===== src/rtl/uart_pkg.sv =====
// Shared UART receive types, baud-rate table and divisor helper.
package uart_pkg;

  typedef enum logic [1:0] {
    PAR_NONE = 2'b00,
    PAR_EVEN = 2'b01,
    PAR_ODD  = 2'b10,
    PAR_OFF  = 2'b11
  } parity_mode_t;

  typedef enum logic [2:0] {
    ST_IDLE   = 3'd0,
    ST_START  = 3'd1,
    ST_DATA   = 3'd2,
    ST_PARITY = 3'd3,
    ST_STOP   = 3'd4
  } rx_state_t;

  localparam int unsigned BAUD_NUM     = 13;
  localparam int unsigned BAUD_DEFAULT = 9600;
  localparam int unsigned BAUD_RATES [BAUD_NUM] = '{
    1200, 2400, 4800, 9600, 19200, 28800, 38400,
    57600, 76800, 115200, 230400, 460800, 921600
  };

  function automatic int unsigned baud_rate(input int unsigned sel);
    return (sel < BAUD_NUM) ? BAUD_RATES[4'(sel)] : BAUD_DEFAULT;
  endfunction

  // Rounded clocks per sample tick, clamped to 1 so the tick generator never stalls.
  function automatic int unsigned baud_divisor(input int unsigned clk_freq,
                                               input int unsigned baud,
                                               input int unsigned oversample);
    int unsigned d;
    d = (clk_freq + (baud * oversample) / 2) / (baud * oversample);
    return (d == 0) ? 1 : d;
  endfunction

endpackage


===== src/rtl/uart_sync_fifo.sv =====
// Show-ahead synchronous FIFO: the head word is visible on rd_data while not empty.
module uart_sync_fifo #(
  parameter int unsigned WIDTH = 8,
  parameter int unsigned DEPTH = 16
) (
  input  logic                     clk,
  input  logic                     arst_n,
  input  logic                     wr_en,
  input  logic [WIDTH-1:0]         wr_data,
  input  logic                     rd_en,
  output logic [WIDTH-1:0]         rd_data,
  output logic [$clog2(DEPTH):0]   count,
  output logic                     full,
  output logic                     empty
);

  localparam int unsigned PTR_W = $clog2(DEPTH);
  localparam int unsigned CNT_W = PTR_W + 1;

  logic [WIDTH-1:0] mem [DEPTH];
  logic [PTR_W-1:0] wr_ptr;
  logic [PTR_W-1:0] rd_ptr;
  logic [CNT_W-1:0] cnt_q;
  logic             do_wr;
  logic             do_rd;

  assign empty   = (cnt_q == '0);
  assign full    = (cnt_q == CNT_W'(DEPTH));
  assign do_rd   = rd_en && !empty;
  assign do_wr   = wr_en && (!full || do_rd);
  assign count   = cnt_q;
  assign rd_data = empty ? '0 : mem[rd_ptr];

  always_ff @(posedge clk or negedge arst_n) begin
    if (!arst_n) begin
      wr_ptr <= '0;
      rd_ptr <= '0;
      cnt_q  <= '0;
    end else begin
      if (do_wr) wr_ptr <= wr_ptr + PTR_W'(1);
      if (do_rd) rd_ptr <= rd_ptr + PTR_W'(1);
      case ({do_wr, do_rd})
        2'b10:   cnt_q <= cnt_q + CNT_W'(1);
        2'b01:   cnt_q <= cnt_q - CNT_W'(1);
        default: cnt_q <= cnt_q;
      endcase
    end
  end

  // Storage needs no reset; rd_data is forced to zero while empty.
  always_ff @(posedge clk) begin
    if (do_wr) mem[wr_ptr] <= wr_data;
  end

endmodule


===== src/rtl/uart_rx_fifo.sv =====
// Oversampled UART receiver with parity/frame checks feeding a show-ahead FIFO.
// Define UART_RX_MAJORITY_VOTE_EN to decide each bit by a 2-of-3 vote around mid-bit.
module uart_rx_fifo
  import uart_pkg::*;
#(
  parameter int unsigned CLK_FREQ   = 50_000_000,
  parameter int unsigned DATA_BITS  = 8,
  parameter int unsigned OVERSAMPLE = 16,
  parameter int unsigned FIFO_DEPTH = 16
) (
  input  logic                          clk,
  input  logic                          arst_n,
  input  logic                          rx,
  input  logic [3:0]                    baud_sel,
  input  logic [1:0]                    parity_mode,
  input  logic                          rd_en,
  output logic [DATA_BITS-1:0]          rd_data,
  output logic                          rd_valid,
  output logic [$clog2(FIFO_DEPTH):0]   fifo_count,
  output logic                          rx_busy,
  output logic                          frame_err,
  output logic                          parity_err,
  output logic                          overrun
);

  localparam int unsigned DIV_MAX = baud_divisor(CLK_FREQ, BAUD_RATES[0], OVERSAMPLE);
  localparam int unsigned DIV_W   = $clog2(DIV_MAX + 1);
  localparam int unsigned TICK_W  = $clog2(OVERSAMPLE);
  localparam int unsigned BIT_W   = $clog2(DATA_BITS);
`ifdef UART_RX_MAJORITY_VOTE_EN
  localparam int unsigned DECIDE_IDX = OVERSAMPLE / 2;
`else
  localparam int unsigned DECIDE_IDX = OVERSAMPLE / 2 - 1;
`endif

  logic                 rx_s1, rx_sync, rx_prev;
  rx_state_t            state_q, state_d;
  logic [DIV_W-1:0]     div_tab [16];
  logic [DIV_W-1:0]     div_q, clk_cnt;
  logic [TICK_W-1:0]    tick_cnt;
  parity_mode_t         pmode_q;
  logic [DATA_BITS-1:0] shift_q, shift_d;
  logic [BIT_W-1:0]     bit_cnt_q, bit_cnt_d;
  logic                 par_q, par_d;
  logic                 push_q, push_d;
  logic                 frame_err_d, parity_err_d, start_c;
  logic                 tick_c, sample_c, bit_c, rx_fall_c, par_en_c;
  logic                 fifo_full, fifo_empty, fifo_pop_c;

  for (genvar g = 0; g < 16; g++) begin : g_div
    localparam int unsigned DIV = baud_divisor(CLK_FREQ, baud_rate(g), OVERSAMPLE);
    assign div_tab[g] = DIV_W'(DIV);
  end

  assign rx_fall_c  = rx_prev && !rx_sync;
  assign tick_c     = (state_q != ST_IDLE) && (clk_cnt == div_q - DIV_W'(1));
  assign sample_c   = tick_c && (tick_cnt == TICK_W'(DECIDE_IDX));
  assign par_en_c   = (pmode_q == PAR_EVEN) || (pmode_q == PAR_ODD);
  assign fifo_pop_c = rd_en && !fifo_empty;
  assign rd_valid   = !fifo_empty;

`ifdef UART_RX_MAJORITY_VOTE_EN
  logic [1:0] vote_q;

  // Two early samples held for the vote taken at the decision tick.
  always_ff @(posedge clk or negedge arst_n) begin
    if (!arst_n) begin
      vote_q <= 2'b11;
    end else if (tick_c && tick_cnt == TICK_W'(DECIDE_IDX - 2)) begin
      vote_q[0] <= rx_sync;
    end else if (tick_c && tick_cnt == TICK_W'(DECIDE_IDX - 1)) begin
      vote_q[1] <= rx_sync;
    end
  end

  assign bit_c = (vote_q[0] & vote_q[1]) | (vote_q[0] & rx_sync) | (vote_q[1] & rx_sync);
`else
  assign bit_c = rx_sync;
`endif

  // Baud tick generator and per-bit tick counter; both idle at zero outside a frame.
  always_ff @(posedge clk or negedge arst_n) begin
    if (!arst_n) begin
      clk_cnt  <= '0;
      tick_cnt <= '0;
    end else if (state_q == ST_IDLE) begin
      clk_cnt  <= '0;
      tick_cnt <= '0;
    end else if (tick_c) begin
      clk_cnt  <= '0;
      tick_cnt <= (tick_cnt == TICK_W'(OVERSAMPLE - 1)) ? '0 : tick_cnt + TICK_W'(1);
    end else begin
      clk_cnt  <= clk_cnt + DIV_W'(1);
    end
  end

  always_comb begin
    state_d      = state_q;
    shift_d      = shift_q;
    bit_cnt_d    = bit_cnt_q;
    par_d        = par_q;
    push_d       = 1'b0;
    frame_err_d  = 1'b0;
    parity_err_d = 1'b0;
    start_c      = 1'b0;
    case (state_q)
      ST_IDLE: begin
        if (rx_fall_c) begin
          state_d = ST_START;
          start_c = 1'b1;
        end
      end
      ST_START: begin
        if (sample_c) begin
          if (bit_c) begin
            state_d = ST_IDLE;
          end else begin
            state_d   = ST_DATA;
            bit_cnt_d = '0;
            par_d     = 1'b0;
          end
        end
      end
      ST_DATA: begin
        if (sample_c) begin
          shift_d = {bit_c, shift_q[DATA_BITS-1:1]};
          par_d   = par_q ^ bit_c;
          if (bit_cnt_q == BIT_W'(DATA_BITS - 1)) begin
            state_d = par_en_c ? ST_PARITY : ST_STOP;
          end else begin
            bit_cnt_d = bit_cnt_q + BIT_W'(1);
          end
        end
      end
      ST_PARITY: begin
        if (sample_c) begin
          par_d   = par_q ^ bit_c;
          state_d = ST_STOP;
        end
      end
      ST_STOP: begin
        if (sample_c) begin
          state_d = ST_IDLE;
          if (!bit_c) begin
            frame_err_d = 1'b1;
          end else if (par_en_c && (par_q != (pmode_q == PAR_ODD))) begin
            parity_err_d = 1'b1;
          end else begin
            push_d = 1'b1;
          end
        end
      end
      default: state_d = ST_IDLE;
    endcase
  end

  always_ff @(posedge clk or negedge arst_n) begin
    if (!arst_n) begin
      rx_s1      <= 1'b1;
      rx_sync    <= 1'b1;
      rx_prev    <= 1'b1;
      state_q    <= ST_IDLE;
      shift_q    <= '0;
      bit_cnt_q  <= '0;
      par_q      <= 1'b0;
      push_q     <= 1'b0;
      div_q      <= '0;
      pmode_q    <= PAR_NONE;
      rx_busy    <= 1'b0;
      frame_err  <= 1'b0;
      parity_err <= 1'b0;
      overrun    <= 1'b0;
    end else begin
      rx_s1      <= rx;
      rx_sync    <= rx_s1;
      rx_prev    <= rx_sync;
      state_q    <= state_d;
      shift_q    <= shift_d;
      bit_cnt_q  <= bit_cnt_d;
      par_q      <= par_d;
      push_q     <= push_d;
      rx_busy    <= (state_d != ST_IDLE);
      frame_err  <= frame_err_d;
      parity_err <= parity_err_d;
      overrun    <= push_q && fifo_full && !fifo_pop_c;
      if (start_c) begin
        div_q   <= div_tab[baud_sel];
        pmode_q <= parity_mode_t'(parity_mode);
      end
    end
  end

  // shift_q holds the completed byte for the push cycle; no new shift can occur that soon.
  uart_sync_fifo #(
    .WIDTH (DATA_BITS),
    .DEPTH (FIFO_DEPTH)
  ) u_fifo (
    .clk     (clk),
    .arst_n  (arst_n),
    .wr_en   (push_q),
    .wr_data (shift_q),
    .rd_en   (rd_en),
    .rd_data (rd_data),
    .count   (fifo_count),
    .full    (fifo_full),
    .empty   (fifo_empty)
  );

endmodule


===== config.mk =====
export PLATFORM = sky130hd
export DESIGN_NAME = uart_rx_fifo
export DESIGN_NICKNAME = d
export VERILOG_FILES = /design/src/rtl/uart_pkg.sv /design/src/rtl/uart_sync_fifo.sv /design/src/rtl/uart_rx_fifo.sv
export SDC_FILE = /design/constraint.sdc
export NUM_CORES = 1
export LEC_CHECK = 0
export BUFFER_PORTS_ARGS = -buffer_cell sky130_fd_sc_hd__clkbuf_2
export CORE_MARGIN = 2
export CORE_UTILIZATION = 30
export CTS_CLUSTER_SIZE = 25
export DETAILED_ROUTE_END_ITERATION = 8
export GPL_ROUTABILITY_DRIVEN = 0
export MAX_ROUTING_LAYER = met4
export PLACE_DENSITY = 0.45
export SLEW_MARGIN = 5
export SYNTH_ARGS = -nofsm -noshare
export SYNTH_HDL_FRONTEND = slang
export SYNTH_HIERARCHICAL = 1
export SYNTH_SLANG_ARGS = --single-unit

===== constraint.sdc =====
create_clock -name clk -period 5.5 [get_ports clk]
set_clock_uncertainty 0.1 [all_clocks]
set_input_delay 0.825 -clock clk [delete_from_list [all_inputs] [get_ports clk]]
set_output_delay 0.825 -clock clk [all_outputs]
set_load 0.05 [all_outputs]

==> flow_summary.yaml <==
setup_path:
  end_kind: "output pin"
  critPathMaxStageDelay_ns: 0.64
  crit_path_start_kind: "flip-flop"
  worst_path_max_delay_cell: "dfrtp_1"
  critPathRequiredTime_ns: 4.58
  crit_type: "flip-flop to output pin"
  path_max_fanout: 28
  worst-path-buf-inv: 2
  arrival_ns: 2.69
  critical-path-top-delay-family: "buffers and inverters"
  path_cells: "buf_4 > mux4_2 > mux2i_1 > a211oi_1 > clkbuf_2"
global_route:
  antenna_found_initial: 0
  grt_pass1_wl_um: 30220
  grt_max_degree: 67
  grt_pass1_vias: 5368
  grt_overflow: 0
  grt_util_all_layers_pct: 13.35
die:
  initial_core_util_pct: 30.25
  pin_count: 28
  fp.dieH_um: 176.2
  die_w_um: 176.2
  rows: 63
  core_mm2: 0.02940
  die_area_mm2: 0.03104
clock_network:
  cts_setup_buffers: 0
  clock_latency_ns: 0.44
  cts_buffer_depth: 2
  htree_num_levels: 4
  ctsRootBufferMaster: "clkbuf_16"
  cts-buffers-inserted: 17
  cts_tree: "yes"
  clkTransAtPathRegs_ns: 0.08
  cts_resized: 0
  hold_buffers: 0
  clock_sinks: 194
sta:
  hold_violations: 0
  fmax_mhz: 276.9
  setup_viol: 0
  max_slew_margin_pct: 41.14
  fin_tns_setup_ns: 0
  fin_crit_sh_pct: 65.65
  maxSlewViolCount: 0
  tightest_slew_ns: 0.8803
  rsz0062_at_grt: "false"
  hold_ws_ns: 0.2577
  min_period_ns: 3.611
route:
  ant_nets: 0
  drt-total-wl_um: 19310
  dr_total_vias: 5123
  drc: 0
  vias_per_cell: 4.907
  drt_pass1_iterations: 4
  wl_per_cell_um: 18.49
  drt_iter0_drc: 305
hold_path:
  hold_class: "flip-flop to flip-flop"
synth:
  seq_area_frac_synth_pct: 61.82
  synthArstFlopShare_pct: 34.02
  synth-seq-cells: 194
  synth_edf_count: 128
  synth_area_per_cell_um2: 14.56
  yosysWarnings: 6
  synth.distinct_cells: 75
  syn-num-nets: 642
  synth_top_flop_cell: "edfxtp_1"
  syn_area_mm2: 0.008895
  synthCells: 611
power_and_ir_drop:
  ir_drop_mv: 0.1587
  powerDensity_mw_per_mm2: 403.7
  fin_total_pwr_w: 0.004054
  p_leak_nw: 4.057
run:
  maxCapViolCount: 0
finish:
  num-fill-cells: 2865
  fin_util_pct: 34.15
  nets: 672
  finalNonFillerCells: 1044
  layout-drive-gt1-share_pct: 20.18
  syn_to_final_growth_pct: 12.90
  diodes: 0
placed_design:
  dp_cells: 1012
  hpwlAfterDp_um: 12870
  numPortBuffers: 27
status:
  status: "finished, final reports clean"
registers in the layout (all words and copies together) (netlist names), 2 cells and up:
| signal | cells |
|---|---|
| pmode_q | 2 |
| u_fifo/mem | 128 |
| u_fifo/wr_ptr | 4 |
| clk_cnt | 12 |
| state_q | 3 |
| u_fifo/rd_ptr | 4 |
| tick_cnt | 4 |
| div_q | 12 |
| shift_q | 8 |
| bit_cnt_q | 3 |
| u_fifo/count | 5 |
Yosys cell counts, drive strengths merged (3+ instances only):
cell type,count,area [um2]
a21oi,15,75.07
dfstp,3,78.83
dfrtp,63,1577
ha,20,250.2
and3,5,32.53
nand2b,10,62.56
a31oi,3,18.77
nand2,32,120.1
mux2i,15,150.1
a211oi,17,127.6
edfxtp,128,3844
nand3,11,55.05
xor2,13,113.9
nor3b,3,22.52
nor2b,12,75.07
clkbuf,10,38.78
or4,4,37.53
mux4,32,735.7
o31ai,3,22.52
nor3,6,35.03
a31o,3,26.28
inv,24,90.09
xnor2,20,175.2
nor4b,3,41.29
and4,3,26.28
nor4,8,56.30
and2,10,62.56
nor2,42,173.9
a21o,5,38.79
nand4,8,65.06
mux2,13,153.9
buf,15,100.1
o211ai,4,30.03
o21ai,20,107.6
power breakdown:
part	leakage (nW)	switching (W)	internal, W	total (W)
sequential	2.32	0.000164	0.00163	0.00179
clock	0.296	0.000631	0.000620	0.00125
combinational	1.44	0.000627	0.000386	0.00101
per-stage QoR:
stage               cell area [um2]  worst slack [ns]
floorplan                      8895             2.225
global placement               9447             2.335
detailed placement             9447             2.288
CTS                           10040             1.825
global route                  10040             1.676
finish                        10040             1.889
kinds of logic after synthesis:
logic type | count (synthesis) | share of synthesized area [%]
flip-flops | 194 | 61.82
AND/OR/NAND/NOR | 167 | 10.62
AO/OA/AOI/OAI | 87 | 7.005
multiplexers | 60 | 11.69
buffers and inverters | 49 | 2.574
XOR/XNOR | 33 | 3.249
adder cells (fa/ha/maj) | 21 | 3.038
per-layer routing:
layer | routed length, um | share of wire [%] | GRT usage (%)
met1 | 8429 | 44 | 16.09
met4 | 210 | 1.1 | 3.822
met5 | 0 | 0 | -
met2 | 10130 | 52 | 22.92
met3 | 539 | 2.8 | 2.498
layout make-up:
class,instances,area [um2],share of cell area [%]
multi-input cells,368,3167,31.54
flip-flops and latches,194,5499,54.76
inverters,24,90.09,0.8971
repair buffers,36,202.7,2.018
clock buffers,17,425.4,4.236
clock inverters,15,170.2,1.694
well taps,390,488.0,4.859
layout by cell type (no fill, tap or decap), types with 13 or more instances in the layout:
master     count
mux4_2        28
o21ai_0       17
clkbuf_16     17
dfrtp_1       63
inv_1         24
a21oi_1       15
xnor2_1       20
clkbuf_2      26
mux2i_1       15
ha_1          20
xor2_1        13
nand2_1       32
a211oi_1      17
nor2_1        41
edfxtp_1     128
worst reg2reg max path: cells and delay by family (launching register included):
kind,cells,cell delay [ns]
AND/OR/NAND/NOR,5,1.71
flip-flops,1,0.44
multiplexers,1,0.40
adder cells (fa/ha/maj),1,0.22
XOR/XNOR,1,0.15
buffers and inverters,1,0.08
final timing paths:
check                                              from                endpoint  slack, ns  cells after the start
setup / recovery           u_fifo/rd_ptr[0]$_DFFE_PN0N_              rd_data[2]       1.89                      5
hold / removal                          rx_s1$_DFF_PN1_         bit_c$_DFF_PN1_       0.26                      0
setup reg to reg                   div_q[0]$_DFFE_PN0P_  shift_q[1]$_DFFE_PN0P_       2.28                      9
hold reg to reg                         rx_s1$_DFF_PN1_         bit_c$_DFF_PN1_       0.26                      0
max in group asynchronous                        arst_n    clk_cnt[6]$_DFF_PN0_       4.26                      2
min in group asynchronous                        arst_n       par_q$_DFFE_PN0P_       0.49                      2
(Power assumes the default switching activity.)
